==> src/rtl/store_buffer.sv <==
`default_nettype none
// ============================================================================
// Module   : store_buffer
// Brief    : Posted-write FIFO between the MEM stage and the data memory port.
//            Loads bypass queued stores unless they hit the same word.
// Revision : 1.0 - initial release
// ============================================================================
module store_buffer #(
    parameter int DEPTH = 4
) (
    input  logic        clk,
    input  logic        reset,
    input  logic        req_valid,
    output logic        req_ready,
    input  logic [31:0] req_addr,
    input  logic [31:0] req_wdata,
    input  logic        req_read,
    input  logic        req_write,
    input  logic [1:0]  req_mask,
    input  logic        req_sext,
    output logic        resp_valid,
    output logic [31:0] resp_rdata,
    output logic        err,
    output logic        empty,
    output logic        mem_valid,
    output logic [31:0] mem_addr,
    output logic [31:0] mem_writeData,
    output logic        mem_memRead,
    output logic        mem_memWrite,
    output logic [1:0]  mem_maskMode,
    output logic        mem_sext,
    input  logic        mem_good,
    input  logic [31:0] mem_readData
);

    localparam int                 c_PTR_W = $clog2(DEPTH);
    localparam int                 c_CNT_W = c_PTR_W + 1;
    localparam logic [c_CNT_W-1:0] c_FULL  = c_CNT_W'(DEPTH);

    logic [c_CNT_W-1:0] r_count_q,  w_count_d;
    logic [c_PTR_W-1:0] r_wr_ptr_q, w_wr_ptr_d;
    logic [c_PTR_W-1:0] r_rd_ptr_q, w_rd_ptr_d;
    logic [DEPTH-1:0]   r_valid_q,  w_valid_d;
    logic               r_resp_valid_q, w_resp_valid_d;
    logic [31:0]        r_resp_rdata_q, w_resp_rdata_d;
    logic               r_err_q,        w_err_d;

    logic [31:0] r_addr_q [DEPTH];
    logic [31:0] r_data_q [DEPTH];
    logic [1:0]  r_mask_q [DEPTH];

    logic             w_illegal;
    logic             w_full;
    logic             w_bad;
    logic             w_store;
    logic             w_load_issue;
    logic             w_drain;
    logic             w_push;
    logic             w_pop;
    logic [DEPTH-1:0] w_hit;
    logic             w_hazard;

    always_comb begin
        w_illegal = (req_read & req_write)
                  | (req_mask == 2'b11)
                  | ((req_mask == 2'b01) & req_addr[0])
                  | ((req_mask == 2'b10) & (req_addr[1:0] != 2'b00));
    end

    // A load must not overtake a pending store to the same word.
    for (genvar i = 0; i < DEPTH; i++) begin : g_hazard
        assign w_hit[i] = r_valid_q[i] & (r_addr_q[i][31:2] == req_addr[31:2]);
    end
    assign w_hazard = |w_hit;

    // When full, loads are held off so the drain always makes progress.
    assign w_full       = (r_count_q == c_FULL);
    assign w_bad        = req_valid & w_illegal;
    assign w_store      = req_valid & ~w_illegal & req_write;
    assign w_load_issue = req_valid & ~w_illegal & req_read & ~w_hazard & ~w_full;
    assign w_drain      = ~w_load_issue & (r_count_q != '0);
    assign w_push       = w_store & ~w_full;
    assign w_pop        = w_drain & mem_good;

    assign req_ready  = w_bad | w_push | (w_load_issue & mem_good);
    assign empty      = (r_count_q == '0);
    assign resp_valid = r_resp_valid_q;
    assign resp_rdata = r_resp_rdata_q;
    assign err        = r_err_q;

    always_comb begin
        mem_valid     = 1'b0;
        mem_addr      = '0;
        mem_writeData = '0;
        mem_memRead   = 1'b0;
        mem_memWrite  = 1'b0;
        mem_maskMode  = 2'b00;
        mem_sext      = 1'b0;
        if (w_load_issue) begin
            mem_valid    = 1'b1;
            mem_memRead  = 1'b1;
            mem_addr     = req_addr;
            mem_maskMode = req_mask;
            mem_sext     = req_sext;
        end else if (w_drain) begin
            mem_valid     = 1'b1;
            mem_memWrite  = 1'b1;
            mem_addr      = r_addr_q[r_rd_ptr_q];
            mem_writeData = r_data_q[r_rd_ptr_q];
            mem_maskMode  = r_mask_q[r_rd_ptr_q];
        end
    end

    always_comb begin
        w_count_d  = r_count_q;
        w_wr_ptr_d = r_wr_ptr_q;
        w_rd_ptr_d = r_rd_ptr_q;
        w_valid_d  = r_valid_q;
        if (w_push) begin
            w_wr_ptr_d            = r_wr_ptr_q + c_PTR_W'(1);
            w_valid_d[r_wr_ptr_q] = 1'b1;
        end
        if (w_pop) begin
            w_rd_ptr_d            = r_rd_ptr_q + c_PTR_W'(1);
            w_valid_d[r_rd_ptr_q] = 1'b0;
        end
        if (w_push && !w_pop) begin
            w_count_d = r_count_q + c_CNT_W'(1);
        end else if (!w_push && w_pop) begin
            w_count_d = r_count_q - c_CNT_W'(1);
        end
        w_resp_valid_d = w_load_issue & mem_good;
        w_resp_rdata_d = w_resp_valid_d ? mem_readData : r_resp_rdata_q;
        w_err_d        = w_bad;
    end

    always_ff @(posedge clk) begin
        if (!reset) begin
            r_count_q      <= '0;
            r_wr_ptr_q     <= '0;
            r_rd_ptr_q     <= '0;
            r_valid_q      <= '0;
            r_resp_valid_q <= 1'b0;
            r_resp_rdata_q <= '0;
            r_err_q        <= 1'b0;
        end else begin
            r_count_q      <= w_count_d;
            r_wr_ptr_q     <= w_wr_ptr_d;
            r_rd_ptr_q     <= w_rd_ptr_d;
            r_valid_q      <= w_valid_d;
            r_resp_valid_q <= w_resp_valid_d;
            r_resp_rdata_q <= w_resp_rdata_d;
            r_err_q        <= w_err_d;
        end
    end

    // Payload storage needs no reset; the valid bits qualify it.
    always_ff @(posedge clk) begin
        if (w_push) begin
            r_addr_q[r_wr_ptr_q] <= req_addr;
            r_data_q[r_wr_ptr_q] <= req_wdata;
            r_mask_q[r_wr_ptr_q] <= req_mask;
        end
    end

endmodule
`default_nettype wire

==> config.mk <==
export PLATFORM = sky130hd
export DESIGN_NAME = store_buffer
export DESIGN_NICKNAME = d
export VERILOG_FILES = /design/src/rtl/store_buffer.sv
export SDC_FILE = /design/constraint.sdc
export NUM_CORES = 1
export LEC_CHECK = 0
export ABC_AREA = 1
export BUFFER_PORTS_ARGS = -buffer_cell sky130_fd_sc_hd__buf_2
export CAP_MARGIN = 20
export CORE_MARGIN = 10
export CORE_UTILIZATION = 36
export CTS_CLUSTER_DIAMETER = 80
export DETAILED_ROUTE_END_ITERATION = 8
export GPL_ROUTABILITY_DRIVEN = 0
export GPL_TIMING_DRIVEN = 0
export PLACE_DENSITY_LB_ADDON = 0.2
export SLEW_MARGIN = 0
export SYNTH_ARGS = -nofsm -noshare
export SYNTH_HDL_FRONTEND = slang
export SYNTH_SLANG_ARGS = --single-unit
==> constraint.sdc <==
create_clock -name clk -period 10.4 [get_ports clk]
set_input_delay 1.04 -clock clk [delete_from_list [all_inputs] [get_ports clk]]
set_output_delay 1.04 -clock clk [all_outputs]
set_load 0.02 [all_outputs]
-- Word level (Yosys, flattened, before mapping)
Memory sizes are Yosys's and may differ from the RTL's. A register that Yosys moved wholly into a read port is not among the register bits.
Index checks and enable logic that the tools add are counted.
- word-level logic and storage cells: 93
- bits in writable memories: 264
- register bits after elaboration: 45
- input bits: 105
- memories kept: 3
- $add $sub $neg: 4
- reduce and logical (&&, ||, !) cells: 11
- magnitude comparators: 4
- multiplexer cells: 27
- bitwise operators: 29
- eq/ne operators: 8
- memories (memory ; depth ; bits a word ; read ports ; clocked after memory_dff ; write ports ; RTL line ; RTL):
    r_addr_q ; 4 ; 32 ; 5 ; 1 ; 1 ; 48 ; logic [31:0] r_addr_q [DEPTH];
    r_data_q ; 4 ; 32 ; 1 ; 1 ; 1 ; 49 ; logic [31:0] r_data_q [DEPTH];
    r_mask_q ; 4 ; 2 ; 1 ; 1 ; 1 ; 50 ; logic [1:0] r_mask_q [DEPTH];
- operator list (operator ; number):
    $mux 32 ; 4
    $eq 30x30->1 ; 4
    $and 1x1->1 ; 17
    $mux 2 ; 8
    $mux 1 ; 9
    $mux 4 ; 2
    $lt 2x3->1 const B ; 2
    $mux 3 ; 2
    $or 1x1->1 ; 5
    $add 2x1->2 const B ; 2
    $and 4x4->4 ; 1
    $demux 1 s2 ; 2
    $eq 2x2->1 const B ; 2
    $ge 2x1->1 const B ; 2
    $logic_and 1x1->1 ; 4
    $not 1->1 ; 4
    $not 4->4 ; 1
    $or 4x4->4 ; 1
    $reduce_bool 2->1 ; 2
    $reduce_or 4->1 ; 1
    $add 3x1->3 const B ; 1
    $eq 3x3->1 const B ; 1
    $logic_not 3->1 ; 1
    $reduce_bool 3->1 ; 1
    other kinds (3) ; 4

-- Depth between registers and ports, before layout
Gate-level depths: netlist of run 1.
- word-level depth: 15
- depth in mapped cells: 20

-- Least setup slack after synthesis of run 1
Ideal clock, no wire load.
- path type: input to register
- start: input req_addr[0]
- end: memory r_addr_q[0][0], enable pin
- arrival: 4.565 ns
- buffers on the path: 0
- library setup time: 0.492 ns
- slack: 5.343 ns
- cell stages on the path: 6
- required time: 9.908 ns
- cells stage by stage: or2_1 nand2_1 nand3_1 nor2_1 nand3_1 nor2_1
- cells in the longest elaborated chain, start to end: 9
- elaborated cells between the ends (all ways): 11
- classes of those cells: mux: 2; bitwise: 8; reduce/logical: 1
- RTL lines (item ; RTL line ; RTL):
    from (decl) ; 15 ; input logic [31:0] req_addr,
    $and 1x1->1 / $reduce_bool 2->1 (equally long branches) ; 66, 67 ;
    $or 1x1->1 / $and 1x1->1 (equally long branches) ; 66, 67 ;
    $or 1x1->1 (*) ; 67 ; | ((req_mask == 2'b10) & (req_addr[1:0] != 2'b00));
    $not 1->1 (*) ; 79 ; assign w_store = req_valid & ~w_illegal & req_write;
    $and 1x1->1 (*) (2 in series) ; 79 ;
    $and 1x1->1 (*) ; 82 ; assign w_push = w_store & ~w_full;
    $mux 1 (*) ; 159 ; if (w_push) begin
    $mux 1 (implied by the code) (*) ; 160 ; r_addr_q[r_wr_ptr_q] <= req_addr;
    to (decl) ; 48 ;
Mark *: on every way between the ends. The rest lies on a longest branch, timed or not.

-- Worst setup path after layout of run 1
- start: input req_addr[10]
- end: output mem_addr[23]
- cells in the longest elaborated chain, start to end: 10
- elaborated cells between the ends (all ways): 16
- classes of those cells: eq/ne: 4; mux: 2; bitwise: 9; reduce/logical: 1
- RTL lines (item ; RTL line ; RTL):
    $eq 30x30->1 ; 72 ; assign w_hit[i] = r_valid_q[i] & (r_addr_q[i][31:2] == req_addr[31:2]);
    $and 1x1->1 ; 72 ;
    $reduce_or 4->1 (*) ; 74 ; assign w_hazard = |w_hit;
    $not 1->1 (*) ; 80 ; assign w_load_issue = req_valid & ~w_illegal & req_read & ~w_hazard & ~w_full;
    $and 1x1->1 (*) (2 in series) ; 80 ;
    $not 1->1 ; 81 ; assign w_drain = ~w_load_issue & (r_count_q != '0);
    $and 1x1->1 ; 81 ;
    $mux 32 ; 105 ; end else if (w_drain) begin
    $mux 32 (*) ; 99 ; if (w_load_issue) begin
    to (decl) ; 26 ; output logic [31:0] mem_addr,
Marked as above.

==> PnR_summary.wiki, run 1 <==
{| class="wikitable"
! Metric !! Value
|-
| Post-route clock period utilization || 48.55%
|-
| Most used cell, CP || nand2_1
|-
| Final Hold Vio Count || 0
|-
| Unrepaired setup endpoints after global routing || no
|-
| Final routed DRC violation total || 0
|-
| Worst supply voltage drop on vdd || 0.0001881 V
|-
| Num Clock Sinks || 311
|-
| Max Root-Sink Buffers || 3
|-
| Met3 wire len || 4.130 mm
|-
| Port bufs || 210
|-
| Number of nets with antenna violations after routing || 0
|-
| Number of synthesized register bits || 311
|-
| Worst slew margin || 35.86%
|-
| Critical path endpoint || mem_addr[23]
|-
| Vias || 11,743
|-
| Yosys top cell area share || 55.51%
|-
| Static power due to leakage || 7.379 nW
|-
| Global route overflow || 0
|-
| Highest signal layer in the routed design || met5
|-
| Critical Path Source Type || input pin
|-
| Area contributors post-synth || edfxtp_1, nand2_1, dfxtp_1
|-
| Clock latency of the later-clocked register in the worst-skew pair || 0.55 ns
|-
| Mapped Cells || 1,533
|-
| Delay of the slowest cell on the worst path || 0.66 ns
|-
| Number of cells traversed by the worst register-to-register path || 12
|-
| Crit. Startpoint || req_addr[10]
|-
| Dpl hpwl || 33.80 mm
|-
| Layout net count || 1,907
|-
| Crit Reg-Reg Endpoint || r_count_q[1]$_SDFFE_PN0P_
|-
| Fraction of layout cells with a size suffix above 1 || 16.92%
|-
| Hold Path Class || flip-flop to flip-flop
|-
| Number of rows in the core area || 72
|-
| Number of instances on the worst hold path || 2
|-
| Total number of H-tree levels || 2
|-
| Clk_skew || 0.01587 ns
|-
| Tmin final || 5.049 ns
|-
| Avg Vias per Cell || 5.010
|-
| DR iter-0 viols || 1,181
|-
| TritonCTS clock tree || yes
|-
| Fraction of synthesized area in multiplexers || 0%
|-
| Number of buffers inserted by post-CTS setup repair || 0
|-
| Type of element capturing the critical path || output pin
|-
| Power per standard cell area || 236.5 mW/mm^2
|-
| Post-CTS clock slew at the launch and capture registers of the worst setup and hold paths || 0.06 ns
|-
| Critical-path top delay cell || clkbuf_1
|-
| Post-Synth Simple-Gate Area || 18.18%
|-
| Result of the run || finished, final reports clean
|-
| Cell area after synthesis || 0.01428 sq mm
|-
| Clock Root Buffer || clkbuf_16
|-
| CTS hold repair buffers || 0
|-
| Worst reg2reg startpoint || r_addr_q[0][12]$_DFFE_PP_
|-
| Share of synthesized area occupied by flip-flops and latches || 62.10%
|-
| Actual slew at the worst max-slew pin || 0.9621 ns
|-
| Category of the critical setup timing path || input pin to output pin
|-
| Chip Height || 219.2 microns
|-
| Number of top-level design ports || 211
|-
| Data arrival time of the critical path || 4.01 ns
|-
| Worst endpoint required time || 9.36 ns
|-
| Adder-cell share of the synthesized area || 0.9287%
|-
| Final wirelength || 47.67 mm
|-
| Power Total || 0.004136 W
|-
| Number of warnings issued by yosys || 0
|-
| # resized after CTS || 0
|-
| R2R Setup Slk || 7.47 ns
|-
| Chip Width || 219.2 microns
|-
| Synthesized area per cell || 9.316 sq um
|-
| Top achievable clock speed || 198.1 MHz
|-
| Synth Area in Compound Gates || 11.34%
|-
| WL per Instance || 20.34 microns
|-
| Die area || 0.04804 sq mm
|-
| Largest area contributor in the synthesized netlist || edfxtp_1
|-
| Synth Net Count || 1,648
|-
| Synth Area in XOR/XNOR || 1.472%
|-
| Maximum number of pins on one net before global-route repair || 28
|-
| Layout Area Growth over Synthesis || 22.46%
|-
| Setup TNS || 0 ns
|-
| Total clock buffers created by CTS || 37
|-
| Max Cap Violations || 0
|-
| Core Footprint || 0.03892 sq mm
|-
| Routed length on met2 || 22.34 mm
|-
| Chain of cells forming the critical path || buf_2 > inv_1 > nand2_1 > nand2_1 > nor2_1 > nand2_1 > nor2_1 > nand2_1 > nor2_1 > nor2_2 > nand4_2 > buf_2 > clkbuf_1 > o21ai_0 > buf_2
|-
| Post-synth EDFFs || 264
|-
| Most frequent cell after synthesis || nand2_1
|-
| Number of antenna violations at the first check in global routing || 8
|-
| Ranking of synthesized cells by instance count || nand2_1, edfxtp_1, nor2_1
|-
| Number of distinct standard cells referenced by the synthesized netlist || 33
|-
| Met1 routed wirelength after detailed routing || 19.62 mm
|-
| Total of endpoints with negative setup slack in the final report || 0
|-
| Final slew viol count || 0
|-
| Global-route wire length before repair || 69.86 mm
|-
| First-pass DRT Iterations || 6
|-
| Largest family of logic cells by synthesized area || simple AND/OR/NAND/NOR gates
|-
| CP Max Fanout || 10
|-
| All-layer global routing usage || 19.26%
|-
| Initial core utilization || 36.70%
|-
| Vias in the first global route || 11,544
|-
| Most used flip-flop cell after synthesis || edfxtp_1
|-
| Share of flip-flops with an asynchronous set or reset after synthesis || 0%
|}
## routing by layer
layer / vias to the layer above / GRT usage [%]
li1: 5628 / -
met3: 101 / 4.470
met4: 6 / 7.906
met1: 5528 / 24.40
met2: 480 / 31.18
met5: - / 0
## through the flow
step | cells | setup slack, ns | hold slack [ns] | cell area, sq um | util, %
after floorplan | 1533 | 5.343 | 0.4598 | 14280 | -
after global placement | 2261 | 2.231 | 0.4714 | 15980 | 41.06
after detailed placement | 2271 | 5.511 | 0.4870 | 16230 | 41.69
after CTS | 2338 | 5.511 | 0.4947 | 17470 | 44.90
after global routing | 2341 | 5.307 | 0.5335 | 17480 | 44.92
final | 2344 | 5.351 | 0.4955 | 17490 | 44.94
## cells in the final DEF, fill, tap and decap left out, drive strengths merged
cell type / n
a32o: 4
xnor2: 14
clkbuf: 96
nand4: 12
edfxtp: 264
nand3: 13
xor2: 10
nor3: 2
dfxtp: 47
o21ai: 140
ha: 9
or2: 3
clkinvlp: 3
buf: 235
nor2: 191
diode: 6
clkinv: 13
a211oi: 32
o22ai: 10
inv: 153
nand2: 448
fa: 1
a21oi: 115
bufinv: 5
## worst max-delay path: cells and delay by family
family / cells / cell delay (ns)
buffers and inverters: 5 / 1.49
AND/OR/NAND/NOR: 9 / 1.08
AO/OA/AOI/OAI: 1 / 0.38
## registers in the layout, indices dropped and copies added, names as in the netlist, named ones only
register	count
r_count_q	3
r_wr_ptr_q	2
r_mask_q	8
err	1
r_valid_q	4
resp_valid	1
r_data_q	128
r_rd_ptr_q	2
r_addr_q	128
resp_rdata	32
## where the power goes
part	internal, W	total (W)	leakage (nW)	switching [W]
combinational	0.000371	0.00140	4.02	0.00103
sequential	0.00138	0.00140	2.76	0.0000178
clock	0.000815	0.00133	0.599	0.000517
## how the worst min path moves through the flow
stage	from	slack (ns)	end
floorplan	r_count_q[2]$_SDFFE_PN0P_	0.46	r_count_q[2]$_SDFFE_PN0P_
global placement	r_count_q[2]$_SDFFE_PN0P_	0.47	r_count_q[2]$_SDFFE_PN0P_
detailed placement	r_count_q[1]$_SDFFE_PN0P_	0.49	r_count_q[1]$_SDFFE_PN0P_
CTS	r_count_q[1]$_SDFFE_PN0P_	0.49	r_count_q[1]$_SDFFE_PN0P_
global route	r_count_q[1]$_SDFFE_PN0P_	0.53	r_count_q[1]$_SDFFE_PN0P_
finish	r_count_q[1]$_SDFFE_PN0P_	0.50	r_count_q[1]$_SDFFE_PN0P_
## kinds of logic after synthesis
family          Yosys count
xor+xnor                 24
compound gates          301
flops                   311
buf+inv                 218
fa+ha+maj                10
simple gates            669
## area by class of cell
type	count	area, sq um
clock buffer	48	1018
buffer	63	272.8
fill	3818	21430
antenna	6	15.01
sequential	311	8869
tap	518	648.1
inverter	155	581.8
timing repair buffer	220	1266
multi-input combinational	1004	4588
clock inverter	19	230.2
Note: power is estimated with default switching activity, not from simulation.
==> run 2: changes to the inputs <==
--- a/config.mk
+++ b/config.mk
@@ -5,7 +5,7 @@
 export SDC_FILE = /design/constraint.sdc
 export NUM_CORES = 1
 export LEC_CHECK = 0
-export ABC_AREA = 1
+export ABC_AREA = 0
 export BUFFER_PORTS_ARGS = -buffer_cell sky130_fd_sc_hd__buf_2
 export CAP_MARGIN = 20
 export CORE_MARGIN = 10
==> constraint.sdc (replaced) <==
create_clock -name clk -period 5.01 [get_ports clk]
set_input_delay 0.501 -clock clk [delete_from_list [all_inputs] [get_ports clk]]
set_output_delay 0.501 -clock clk [all_outputs]
set_load 0.02 [all_outputs]
==> PnR_summary.wiki, run 2 <==
{| class="wikitable"
! Metric !! Value
|-
| Top achievable clock speed || 240.8 MHz
|-
| Number of buffers inserted by post-CTS setup repair || 0 (unchanged)
|-
| WL per Instance || 22.84 microns (+12%)
|-
| Post-CTS clock slew at the launch and capture registers of the worst setup and hold paths || 0.05 ns (about the same)
|-
| Result of the run || finished, final reports clean
|-
| Layout net count || 1,285 (-33%)
|-
| Total of endpoints with negative setup slack in the final report || 0 (unchanged)
|-
| Synthesized area per cell || 15.22 sq um (+63%)
|-
| Share of flip-flops with an asynchronous set or reset after synthesis || 0% (unchanged)
|-
| Delay of the slowest cell on the worst path || 0.50 ns (-0.16 ns)
|-
| R2R Setup Slk || 1.49 ns (-5.98 ns)
|-
| Port bufs || 209 (-0.48%)
|-
| Clock latency of the later-clocked register in the worst-skew pair || 0.55 ns (about the same)
|-
| Combinational group share of total power || 29.4% (-4.5 points)
|-
| Clock Root Buffer || clkbuf_16
|-
| Number of antenna violations at the first check in global routing || 4 (-4)
|-
| Commonest non-fill, non-tap cell in the layout || edfxtp_1
|-
| Area contributors post-synth || edfxtp_1, mux4_2, dfxtp_1
|-
| Number of distinct standard cells referenced by the synthesized netlist || 37 (+12%)
|-
| Vias in the first global route || 9,033 (-22%)
|-
| TritonCTS clock tree || yes
|-
| # resized after CTS || 0 (unchanged)
|-
| Num Clock Sinks || 311 (unchanged)
|-
| Most frequent cell after synthesis || edfxtp_1
|-
| All-layer global routing usage || 16.31% (-3.0 points)
|-
| Proportion of total power due to net switching || 32.27% (-5.6 points)
|-
| Critical Path Source Type || flip-flop
|-
| Setup TNS || 0 ns (unchanged)
|-
| Final routed DRC violation total || 0 (unchanged)
|-
| Category of the critical setup timing path || flip-flop to output pin
|-
| Synth Net Count || 1,033 (-37%)
|-
| Initial core utilization || 36.25% (-0.45 points)
|-
| Vias || 8,583 (-27%)
|-
| CTS hold repair buffers || 0 (unchanged)
|-
| Type of element capturing the critical path || output pin
|-
| Yosys top cell area share || 56.72% (+1.2 points)
|-
| Tmin final || 4.154 ns
|-
| Number of synthesized register bits || 311 (unchanged)
|-
| Global-route wire length before repair || 57.67 mm (-17%)
|-
| Post-route clock period utilization || 82.90%
|-
| Most frequent cells in the layout || edfxtp_1, buf_2, nand2_1, xnor2_1, mux4_2
|-
| Most used flip-flop cell after synthesis || edfxtp_1
|-
| Static power due to leakage || 5.823 nW (-21%)
|-
| Power Total || 0.007573 W (+83%)
|-
| Hold Path Class || input pin to flip-flop
|-
| Global route overflow || 0 (unchanged)
|-
| Mapped Cells || 918 (-40%)
|-
| Cell area after synthesis || 0.01398 sq mm (-2.1%)
|-
| Final wirelength || 39.20 mm (-18%)
|-
| Worst slew margin || 39.96% (+4.1 points)
|-
| Chip Width || 217.0 microns (-0.98%)
|-
| Data arrival time of the critical path || 3.65 ns (-0.36 ns)
|-
| Share of power burned in the clock network || 32.2% (about the same)
|-
| Power per standard cell area || 448.0 mW/mm^2 (+89%)
|-
| Number of rows in the core area || 72 (unchanged)
|-
| Total clock buffers created by CTS || 37 (unchanged)
|-
| Chip Height || 217.0 microns (-0.98%)
|-
| Dpl hpwl || 27.36 mm (-19%)
|-
| Avg Vias per Cell || 5.002 (-0.16%)
|-
| Number of nets with antenna violations after routing || 0 (unchanged)
|-
| Max Root-Sink Buffers || 3 (unchanged)
|-
| Layout Area Growth over Synthesis || 20.95%
|-
| Post-synth EDFFs || 264 (unchanged)
|-
| Largest area contributor in the synthesized netlist || edfxtp_1
|-
| Max Cap Violations || 0 (unchanged)
|-
| Number of warnings issued by yosys || 0 (unchanged)
|-
| Internal power || 0.005129 W (+100%)
|-
| Number of top-level design ports || 211 (unchanged)
|-
| CP Max Fanout || 10 (unchanged)
|-
| Die area || 0.04710 sq mm (-1.9%)
|-
| Total number of H-tree levels || 2 (unchanged)
|-
| Ranking of synthesized cells by instance count || edfxtp_1, nand2_1, xnor2_1
|-
| Fraction of layout cells with a size suffix above 1 || 33.36% (+16 points)
|-
| First-pass DRT Iterations || 5 (-1)
|-
| Worst endpoint required time || 4.51 ns (-4.85 ns)
|-
| Final slew viol count || 0 (unchanged)
|-
| Share of synthesized area occupied by flip-flops and latches || 63.46% (+1.4 points)
|-
| Maximum number of pins on one net before global-route repair || 50 (+79%)
|-
| Unrepaired setup endpoints after global routing || no
|-
| Worst supply voltage drop on vdd || 0.0003810 V (+100%)
|-
| Switching power of the nets || 0.002444 W (+56%)
|-
| DR iter-0 viols || 543 (-54%)
|-
| Share of power burned in registers || 38.4% (+4.5 points)
|-
| Final Hold Vio Count || 0 (unchanged)
|-
| Final core occ || 43.84% (-1.1 points)
|-
| Clk_skew || 0.01950 ns (+0.003625 ns)
|-
| Actual slew at the worst max-slew pin || 0.9006 ns (-0.06147 ns)
|-
| Critical-path top delay cell || o21ai_0
|-
| Chain of cells forming the critical path || xnor2_1 > nand4_1 > nor4_1 > a22oi_1 > and4_4 > and2_4 > buf_6 > clkbuf_1 > o21ai_0 > buf_2
|-
| Core Footprint || 0.03856 sq mm (-0.93%)
|}
[run 2: cell count changes in the layout (fill, tap and decap cells not counted), moves of 20 or more]
cell      change
buf_2        +20
a21oi_1     -109
nor3b_2      +20
nand2_1     -341
nor2_1      -182
a211oi_1     -32
inv_1       -136
mux2i_1      +37
o21ai_0      -87
nand3_1      +24
xnor2_1      +86
mux4_2       +66
[run 2: worst paths after layout]
path	from	endpoint	cells after the start
hold reg to reg	resp_rdata[31]$_SDFFE_PN0P_	resp_rdata[31]$_SDFFE_PN0P_	2
hold / removal	req_wdata[13]	r_data_q[0][13]$_DFFE_PP_	1
setup / recovery	r_addr_q[1][28]$_DFFE_PP_	mem_addr[22]	10
setup reg to reg	r_addr_q[1][28]$_DFFE_PP_	r_count_q[2]$_SDFFE_PN0P_	14
[run 2: per-layer routing]
| metal | vias up | part of all wire [%] | GRT usage [%] |
|---|---|---|---|
| li1 | 3944 | - | - |
| met1 | 4331 | 41 | 20.45 |
| met2 | 260 | 50 | 27.58 |
| met3 | 46 | 6.7 | 4.411 |
| met4 | 2 | 1.7 | 3.775 |
| met5 | - | 0.033 | 0 |
[run 2: power groups by stage]
stage                     logic (W)  clock network, W  registers [W]
after floorplan             0.00147                 0        0.00296
after global placement      0.00227                 0        0.00296
after detailed placement    0.00228                 0        0.00296
after CTS                   0.00229           0.00251        0.00291
after global routing        0.00242           0.00262        0.00291
final                       0.00223           0.00244        0.00291
[run 2: final cells by class]
cell class              count  area [sq um]
diodes                      2         5.005
flip-flops and latches    311          8869
fillers                  3607         21650
inverters                   7         26.28
clock inverters            20         142.6
repair buffers            213          1156
plain buffers              81         459.2
well taps                 518         648.1
multi-input cells         519          4642
clock buffers              45         955.9
[run 2: kinds of logic after synthesis]
logic type	Yosys count	share of synthesized area, %
adders and majority gates	10	0.9490
and+or+nand+nor	232	9.194
xor gates and xnor gates	123	7.708
DFF	311	63.46
buffers and inverters	88	3.473
muxes	103	13.29
AOI/OAI and AO/OA	51	1.934
[run 2: critical path: cells and delay by family, from the launching register on]
kind | cells | cell delay [ns]
and+or+nand+nor | 4 | 0.97
xor gates and xnor gates | 1 | 0.36
DFF | 1 | 0.40
AOI/OAI and AO/OA | 2 | 0.67
buffers and inverters | 3 | 0.69
[run 2: stage by stage]
| stage | worst slack [ns] | hold WS, ns | cells | cell area (sq um) |
|---|---|---|---|---|
| final | 0.8565 | 0.1679 | 1716 | 16900 |
| after global routing | 0.7049 | 0.1457 | 1715 | 16900 |
| after CTS | 0.9176 | 0.1334 | 1714 | 16900 |
| after detailed placement | 1.137 | 0.4444 | 1649 | 15800 |
| after global placement | -0.9537 | 0.4406 | 1645 | 15670 |
| after floorplan | 1.518 | 0.4732 | 918 | 13980 |
==> run 3: changes to the inputs <==
==> constraint.sdc (replaced) <==
create_clock -name clk -period 3.85 [get_ports clk]
set_input_delay 0.385 -clock clk [delete_from_list [all_inputs] [get_ports clk]]
set_output_delay 0.385 -clock clk [all_outputs]
set_load 0.02 [all_outputs]
==> PnR_summary.wiki, run 3 (synthesized netlist as in run 2, its figures left out) <==
{| class="wikitable"
! Metric !! Value
|-
| Result of the run || finished, final reports clean
|-
| Number of top-level design ports || 211 (unchanged)
|-
| Avg Vias per Cell || 4.988 (-0.28%)
|-
| Total number of H-tree levels || 2 (unchanged)
|-
| Type of element capturing the critical path || output pin
|-
| Vias || 8,559 (-0.28%)
|-
| Clk_skew || 0.01956 ns (+0.00006580 ns)
|-
| Unrepaired setup endpoints after global routing || no
|-
| Chip Width || 217.0 microns (unchanged)
|-
| Setup TNS || 0 ns (unchanged)
|-
| Delay of the slowest cell on the worst path || 0.46 ns (-0.04 ns)
|-
| CP Max Fanout || 10 (unchanged)
|-
| Initial core utilization || 36.25% (unchanged)
|-
| WL per Instance || 22.84 microns (unchanged)
|-
| Number of rows in the core area || 72 (unchanged)
|-
| Vias in the first global route || 9,038 (+0.055%)
|-
| Number of buffers inserted by post-CTS setup repair || 0 (unchanged)
|-
| Share of power burned in the clock network || 32.2% (about the same)
|-
| Total clock buffers created by CTS || 37 (unchanged)
|-
| Worst supply voltage drop on vdd || 0.0004958 V (+30%)
|-
| CTS hold repair buffers || 0 (unchanged)
|-
| Post-CTS clock slew at the launch and capture registers of the worst setup and hold paths || 0.06 ns (about the same)
|-
| Worst endpoint required time || 3.46 ns (-1.05 ns)
|-
| Maximum number of pins on one net before global-route repair || 50 (unchanged)
|-
| Filler cells || 3,606 (-0.028%)
|-
| Final wirelength || 39.20 mm (unchanged)
|-
| Tmin final || 3.691 ns
|-
| DR iter-0 viols || 547 (+0.74%)
|-
| Most frequent cells in the layout || edfxtp_1, buf_2, nand2_1, xnor2_1, mux4_2
|-
| Routing layer with the top usage in global route || met2
|-
| Die area || 0.04710 sq mm (unchanged)
|-
| Met3 track demand over resource || 4.411% (unchanged)
|-
| Num Clock Sinks || 311 (unchanged)
|-
| Global-route wire length before repair || 57.66 mm (about the same)
|-
| Chip Height || 217.0 microns (unchanged)
|-
| Global Route met2 Usage || 27.56% (about the same)
|-
| Power Total || 0.009869 W (+30%)
|-
| All-layer global routing usage || 16.30% (about the same)
|-
| Max Cap Violations || 0 (unchanged)
|-
| Met1 GRT Util || 20.45% (unchanged)
|-
| Total of endpoints with negative setup slack in the final report || 0 (unchanged)
|-
| Fraction of layout cells with a size suffix above 1 || 33.95% (+0.59 points)
|-
| Proportion of total power due to net switching || 32.29% (about the same)
|-
| Number of antenna violations at the first check in global routing || 4 (unchanged)
|-
| Hold Path Class || input pin to flip-flop
|-
| Crit path buf inv count || 3 (unchanged)
|-
| Actual slew at the worst max-slew pin || 0.8954 ns (-0.005193 ns)
|-
| Final Hold Vio Count || 0 (unchanged)
|-
| Layout Area Growth over Synthesis || 21.14%
|-
| Chain of cells forming the critical path || xnor2_1 > nand4_1 > nor4_1 > nand4_1 > and4_4 > buf_2 > buf_1 > nand3_1 > o21ai_0 > buf_2
|-
| Critical-path top delay cell || nor4_1
|-
| Top achievable clock speed || 270.9 MHz
|-
| Category of the critical setup timing path || flip-flop to output pin
|-
| Final routed DRC violation total || 0 (unchanged)
|-
| Dpl hpwl || 27.36 mm (unchanged)
|-
| Internal power || 0.006682 W (+30%)
|-
| First-pass DRT Iterations || 5 (unchanged)
|-
| Core Footprint || 0.03856 sq mm (unchanged)
|-
| Number of nets with antenna violations after routing || 0 (unchanged)
|-
| Worst slew margin || 40.31% (+0.35 points)
|-
| Combinational group share of total power || 29.5% (about the same)
|-
| Global route overflow || 0 (unchanged)
|-
| Final slew viol count || 0 (unchanged)
|-
| Max Root-Sink Buffers || 3 (unchanged)
|-
| Port bufs || 209 (unchanged)
|-
| TritonCTS clock tree || yes
|-
| Critical Path Source Type || flip-flop
|-
| Commonest non-fill, non-tap cell in the layout || edfxtp_1
|-
| Switching power of the nets || 0.003187 W (+30%)
|-
| Data arrival time of the critical path || 3.31 ns (-0.34 ns)
|-
| Dominant delay contributor by cell family on the critical path || simple AND/OR/NAND/NOR gates
|-
| Post-route clock period utilization || 95.87%
|-
| Clock Root Buffer || clkbuf_16
|-
| Layout net count || 1,285 (unchanged)
|-
| Share of power burned in registers || 38.3% (about the same)
|-
| Clock latency of the later-clocked register in the worst-skew pair || 0.55 ns (about the same)
|-
| Static power due to leakage || 5.850 nW (+0.46%)
|-
| Power per standard cell area || 582.9 mW/mm^2 (+30%)
|}
==> run 3: cell types whose count changed in the layout (fill, tap and decap cells not counted) <==
cell | before | now
o21ai_0 | 40 | 31
o21ai_1 | 0 | 7
clkbuf_2 | 0 | 3
clkbuf_1 | 38 | 36
o21ai_2 | 0 | 2
xnor2_1 | 100 | 98
xnor2_2 | 0 | 2
buf_1 | 6 | 5
==> run 3: final timing paths <==
check                               from                          end  slack, ns  cells after the start
max             r_addr_q[0][7]$_DFFE_PP_                 mem_addr[27]       0.16                     10
min                         req_wdata[5]     r_data_q[1][5]$_DFFE_PP_       0.05                      1
max reg2reg     r_addr_q[0][7]$_DFFE_PP_    r_count_q[2]$_SDFFE_PN0P_       0.40                     14
min reg2reg  resp_rdata[31]$_SDFFE_PN0P_  resp_rdata[31]$_SDFFE_PN0P_       0.45                      2
==> run 3: power by group through the flow <==
stage	Sequential [W]	Clock, W	Combinational, W
4_1_cts	0.00378	0.00326	0.00298
2_1_floorplan	0.00386	0	0.00191
3_3_place_gp	0.00385	0	0.00296
3_5_place_dp	0.00385	0	0.00297
5_1_grt	0.00379	0.00341	0.00317
6_report	0.00378	0.00318	0.00291
==> run 3: layout make-up <==
cell class | count | area, sq um | area share [%]
Antenna cell | 2 | 5.005 | 0.02956
Buffer | 81 | 462.9 | 2.734
Clock buffer | 45 | 955.9 | 5.646
Clock inverter | 20 | 142.6 | 0.8425
Inverter | 7 | 26.28 | 0.1552
Multi-Input combinational cell | 519 | 4664 | 27.55
Sequential cell | 311 | 8869 | 52.38
Tap cell | 518 | 648.1 | 3.828
Timing Repair Buffer | 213 | 1156 | 6.829
==> run 3: per-layer routing <==
layer  share of wire, %  up-vias
met4                1.9        2
met5              0.033        -
li1                   -     3944
met2                 50      237
met3                6.4       48
met1                 42     4328
==> run 3: repair_timing <==
| action | CTS | global route |
|---|---|---|
| pin swaps | 0 | 0 |
| hold endpoints to repair | 0 | 0 |
| setup endpoints to repair | 12 | 13 |
| cloned | 0 | 0 |
| gates resized for setup | 8 | 10 |
==> run 3: through the flow <==
step	hold WS [ns]	utilization [%]	area, sq um	std cells	setup slack (ns)
2_1_floorplan	0.4732	-	13980	918	0.4743
3_3_place_gp	0.4406	40.64	15670	1645	-1.998
3_5_place_dp	0.4444	40.98	15800	1649	0.1274
4_1_cts	0.01738	43.85	16910	1714	0.02150
5_1_grt	0.02966	43.90	16930	1715	0.01297
6_report	0.05105	43.91	16930	1716	0.1589
